### src/rtl/mem_bus_ctrl.sv
// Memory/IO bus controller: routes core accesses to external block RAM (bank 0x00)
// or to internal GPIO / cycle counter / TX FIFO registers (bank 0x01), with one-cycle reads.
module mem_bus_ctrl #(
    parameter int RAM_AW      = 15,
    parameter int TX_DEPTH    = 4,
    parameter int SYNC_STAGES = 2
) (
    input  logic              clk,
    input  logic              reset,
    input  logic [23:0]       core_addr,
    input  logic [15:0]       core_wdata,
    input  logic              core_we,
    output logic [15:0]       core_rdata,
    output logic [RAM_AW-1:0] ram_addr,
    output logic [15:0]       ram_wdata,
    output logic              ram_we,
    input  logic [15:0]       ram_rdata,
    input  logic [15:0]       gpio_in,
    output logic [15:0]       gpio_out,
    output logic [15:0]       tx_data,
    output logic              tx_valid,
    input  logic              tx_ready,
    output logic              bus_error
);
    localparam int PW = $clog2(TX_DEPTH);
    localparam int CW = $clog2(TX_DEPTH + 1);

    localparam logic [1:0] SEL_RAM      = 2'd0;
    localparam logic [1:0] SEL_IO       = 2'd1;
    localparam logic [1:0] SEL_UNMAPPED = 2'd2;

    localparam logic [15:0] OFF_GPIO_OUT  = 16'h0000;
    localparam logic [15:0] OFF_GPIO_IN   = 16'h0001;
    localparam logic [15:0] OFF_CYCLE_LO  = 16'h0002;
    localparam logic [15:0] OFF_CYCLE_HI  = 16'h0003;
    localparam logic [15:0] OFF_TX_DATA   = 16'h0004;
    localparam logic [15:0] OFF_TX_STATUS = 16'h0005;

    logic [7:0]  bank;
    logic [15:0] offset;
    logic        is_ram;
    logic        is_io;
    logic        is_unmapped;

    logic [1:0]  sel_reg;
    logic [1:0]  sel_next;
    logic [15:0] io_rdata_reg;
    logic [15:0] io_rdata_next;
    logic [15:0] gpio_out_reg;
    logic        bus_err_reg;
    logic [31:0] cycle_reg;
    logic [15:0] hi_snap_reg;
    logic [15:0] sync_reg [SYNC_STAGES];

    logic [15:0]   fifo_mem [TX_DEPTH];
    logic [PW-1:0] rd_ptr_reg;
    logic [PW-1:0] wr_ptr_reg;
    logic [CW-1:0] count_reg;
    logic [CW-1:0] count_next;
    logic          ovf_reg;

    logic       fifo_full;
    logic       fifo_empty;
    logic       pop;
    logic       tx_write;
    logic       push;
    logic       ovf_set;
    logic       status_rd;
    logic [3:0] count_field;

    assign bank        = core_addr[23:16];
    assign offset      = core_addr[15:0];
    assign is_ram      = (bank == 8'h00);
    assign is_io       = (bank == 8'h01);
    assign is_unmapped = !is_ram && !is_io;

    assign ram_addr  = core_addr[RAM_AW-1:0];
    assign ram_wdata = core_wdata;
    assign ram_we    = core_we && is_ram;

    assign fifo_full   = (count_reg == CW'(TX_DEPTH));
    assign fifo_empty  = (count_reg == '0);
    assign pop         = !fifo_empty && tx_ready;
    assign tx_write    = is_io && core_we && (offset == OFF_TX_DATA);
    // A full FIFO still accepts a push when the head leaves in the same cycle.
    assign push        = tx_write && (!fifo_full || pop);
    assign ovf_set     = tx_write && fifo_full && !pop;
    assign status_rd   = is_io && (offset == OFF_TX_STATUS);
    assign count_field = 4'(count_reg);

    assign tx_data   = fifo_mem[rd_ptr_reg];
    assign tx_valid  = !fifo_empty;
    assign gpio_out  = gpio_out_reg;
    assign bus_error = bus_err_reg;

    always_comb begin
        sel_next = SEL_UNMAPPED;
        if (is_ram) begin
            sel_next = SEL_RAM;
        end else if (is_io) begin
            sel_next = SEL_IO;
        end
    end

    always_comb begin
        io_rdata_next = 16'h0000;
        case (offset)
            OFF_GPIO_OUT:  io_rdata_next = gpio_out_reg;
            OFF_GPIO_IN:   io_rdata_next = sync_reg[SYNC_STAGES-1];
            OFF_CYCLE_LO:  io_rdata_next = cycle_reg[15:0];
            OFF_CYCLE_HI:  io_rdata_next = hi_snap_reg;
            OFF_TX_STATUS: io_rdata_next = {9'b0, ovf_reg, count_field, fifo_empty, fifo_full};
            default:       io_rdata_next = 16'h0000;
        endcase
    end

    always_comb begin
        core_rdata = 16'h0000;
        case (sel_reg)
            SEL_RAM: core_rdata = ram_rdata;
            SEL_IO:  core_rdata = io_rdata_reg;
            default: core_rdata = 16'h0000;
        endcase
    end

    always_comb begin
        count_next = count_reg;
        if (push && !pop) begin
            count_next = count_reg + CW'(1);
        end else if (pop && !push) begin
            count_next = count_reg - CW'(1);
        end
    end

    always_ff @(posedge clk or posedge reset) begin
        if (reset) begin
            sel_reg      <= SEL_RAM;
            io_rdata_reg <= 16'h0000;
        end else begin
            sel_reg      <= sel_next;
            io_rdata_reg <= io_rdata_next;
        end
    end

    always_ff @(posedge clk or posedge reset) begin
        if (reset) begin
            gpio_out_reg <= 16'h0000;
            bus_err_reg  <= 1'b0;
            cycle_reg    <= 32'h0000_0000;
            hi_snap_reg  <= 16'h0000;
        end else begin
            cycle_reg <= cycle_reg + 32'd1;
            if (is_io && core_we && (offset == OFF_GPIO_OUT)) begin
                gpio_out_reg <= core_wdata;
            end
            // Latch the upper half at the LO read so a later HI read is coherent.
            if (is_io && (offset == OFF_CYCLE_LO)) begin
                hi_snap_reg <= cycle_reg[31:16];
            end
            if (is_unmapped) begin
                bus_err_reg <= 1'b1;
            end
        end
    end

    always_ff @(posedge clk or posedge reset) begin
        if (reset) begin
            for (int i = 0; i < SYNC_STAGES; i++) begin
                sync_reg[i] <= 16'h0000;
            end
        end else begin
            sync_reg[0] <= gpio_in;
            for (int i = 1; i < SYNC_STAGES; i++) begin
                sync_reg[i] <= sync_reg[i-1];
            end
        end
    end

    always_ff @(posedge clk or posedge reset) begin
        if (reset) begin
            rd_ptr_reg <= '0;
            wr_ptr_reg <= '0;
            count_reg  <= '0;
            ovf_reg    <= 1'b0;
        end else begin
            if (pop) begin
                rd_ptr_reg <= rd_ptr_reg + PW'(1);
            end
            if (push) begin
                wr_ptr_reg <= wr_ptr_reg + PW'(1);
            end
            count_reg <= count_next;
            if (ovf_set) begin
                ovf_reg <= 1'b1;
            end else if (status_rd) begin
                ovf_reg <= 1'b0;
            end
        end
    end

    // Storage carries no reset; the pointers alone define which words are live.
    always_ff @(posedge clk) begin
        if (push) begin
            fifo_mem[wr_ptr_reg] <= core_wdata;
        end
    end
endmodule
### config.mk
export PLATFORM = sky130hd
export DESIGN_NAME = mem_bus_ctrl
export DESIGN_NICKNAME = d
export VERILOG_FILES = /design/src/rtl/mem_bus_ctrl.sv
export SDC_FILE = /design/constraint.sdc
export NUM_CORES = 1
export LEC_CHECK = 0
export ABC_AREA = 1
export ABC_CLOCK_PERIOD_IN_PS = 8900
export CAP_MARGIN = 0
export CORE_MARGIN = 3
export CORE_UTILIZATION = 57
export CTS_CLUSTER_SIZE = 24
export DETAILED_ROUTE_END_ITERATION = 12
export PLACE_DENSITY = 0.95
export SLEW_MARGIN = 20
export SYNTH_ARGS = -nofsm -noshare
export SYNTH_HDL_FRONTEND = slang
export SYNTH_SLANG_ARGS = --single-unit
### constraint.sdc
create_clock -name clk -period 8.9 [get_ports clk]
set_input_delay 1.78 -clock clk [delete_from_list [all_inputs] [get_ports clk]]
set_output_delay 1.78 -clock clk [all_outputs]
set_load 0.005 [all_outputs]
==> results.ini <==
[run_status]
outcome=completed

[placed_design]
dpl.cell_count=1185
portBuffers=157
post_dp_cell_area_sq_um=10100
dp_hpwl_um=15300
place_worst_setup_slack_ns=3.78
place_congestion=0.914

[drt]
drc=0
drt_iter0_drc=1040
vias_per_cell=5.82
postRouteAntennaNets=0
firstDrtPassIters=7
route.vias.total=7082
wl_per_cell_um=18.9
wl_um=22900

[die]
die_w_um=129
die_height_um=129
ioPinCount=158
rows=44
fp.coreArea_sq_um=14600
start_util_pct=58.8
dieArea_sq_um=16600

[power]
p_sw_mw=0.544
internal_power_mw=1.48
pwr-share-clk_pct=35.0
leakagePower_nw=4.48
combPwrFrac_pct=18.8
total_power_mw=2.02
p_seq_share_pct=46.2
power.density_nw_per_um2=191
vdd_drop_max_uv=145
switching_share_pct=26.9

[synthesis]
yosysWarnings=0
synthCells=901
ys_seq_elements=187
synth-edff-count=64
syn_area_sq_um=8610
yosysSeqAreaShare_pct=58.0
ys_types=33
synthFlopType=dfrtp_1
synth_area_per_cell_sq_um=9.56
async_reset_ff_share_pct=65.8
synth_nets=984

[global_route]
overflow=0
grt_pass1_vias=6952
grt_use_total_pct=28.1
grt_pass1_wl_um=36100
grt_max_degree=71
antenna_found_initial=0

[sta]
relSlewSlack_pct=36.4
whs_ns=0.350
fin_setup_tns_ns=0
min_period_ns=5.15
rsz0062_at_grt=false
min_period_over_period_pct=57.8
finalWorstSetupSlack_ns=3.75
skew_ns=0.00645
hold_viol=0
worstMarginPinSlew_ns=0.953
report.final.slew_viol_count=0
max_clock_freq_mhz=194
setup_viol=0

[clock_network]
cts_tree=built
clkLatencyLatePin_ns=0.44
cts_hold_buf=0
clk_pin_slew_ns=0.06
htreeDepth=4
root_buffer=clkbuf_16
cts.sinks=187
cts_buffers=17
clockBufferDepth=2
postCtsSetupBuffers=0
post_cts_resized=0

[worst_hold_path]
worstHoldPathCells=0
min_path_type=register to register

[worst_setup_path]
cp.arrival_ns=3.37
critPathLaunchType=primary input
critical_path_required_ns=7.12
crit_path_top_delay_cell=clkdlybuf4s50_1
reg2regPathDepth=12
cpPeakStageDelay_ns=0.54
cp_cell_sequence=clkdlybuf4s50_1, nor3_1, nand2_1, nor3_1, clkdlybuf4s50_1
path_max_fanout=3
crit_type=primary input to output pin
critPathCaptureType=output pin

[final_layout]
final_nets=1103
drive_above_1_share_pct=9.97
postLayoutCoreUtil_pct=72.4
final_cells=1217
syn_to_final_growth_pct=23.1
largest_reg_flops=64
fin_area_sq_um=10600
final_cell_mix=nand2_1, clkdlybuf4s50_1, dfrtp_1, nor2_1, inv_1
final_common_cell=nand2_1
num_antenna_cells=0

[flow_run]
cap_viol_max_count=0

==> cell usage after synthesis, drive strengths merged, types with 3 or more instances <==
master	instances	share of area, %
nand4	31	2.3
buf	53	4.4
ha	6	0.87
inv	94	4.1
nand3	80	4.8
xnor2	4	0.41
edfxtp	64	22
dfrtp	123	36
clkbuf	12	0.52
nor2	110	5.8
xor2	15	1.5
o21ai	83	5.5
nor3	17	1.0
nand2	184	8.5
o22ai	16	1.2
a21oi	3	0.17
==> cells by family (layout without fill, tap and decap cells) <==
logic type	count (synthesis)	in the layout	share of synthesized area (%)
and+or+nand+nor	427	427	23.0
adders and majority gates	7	7	1.10
DFF	187	187	58.0
AOI/OAI and AO/OA	102	102	6.86
buffers and inverters	159	291	9.03
xor gates and xnor gates	19	19	1.93
==> per-layer routing <==
layer  part of all wire, %  global-route usage [%]  wire length (um)
met1                    36                    33.5              8310
met2                    51                    49.3             11800
met3                   9.2                    6.72              2100
met4                   3.2                    10.9               723
met5                     0                       0                 0
==> cell type report <==
type                       instances  area, sq um
clock buffer                      17          425
clock inverter                    15          126
fill                             898         4040
inverter                          94          355
multi-input combinational        555         2840
sequential                       187         5000
tap                              184          230
timing repair buffer             165         1630
==> power by group through the flow <==
stage	sequential [mW]	combinational [mW]	clock [mW]
4_1_cts	0.934	0.379	0.709
6_report	0.935	0.381	0.709
3_3_place_gp	0.950	0.355	0
2_1_floorplan	0.941	0.181	0
5_1_grt	0.937	0.409	0.749
3_5_place_dp	0.951	0.370	0
==> path summary, 6_finish.rpt <==
check,from,slack (ns),to
max reg2reg,count_reg[0],6.50,count_reg[2]
min reg2reg,sync_reg[18],0.35,sync_reg[2]
max,core_addr[19],3.75,ram_we
min in group asynchronous,reset,1.87,sync_reg[18]
min,sync_reg[18],0.35,sync_reg[2]
max in group asynchronous,reset,5.85,io_rdata_reg[8]
==> worst max-delay path: cells and delay by family <==
| family | cells | cell delay, ns |
|---|---|---|
| AND/OR/NAND/NOR | 3 | 0.61 |
| buffers and inverters | 2 | 0.99 |
No activity file was read; power rests on OpenSTA's default activity.
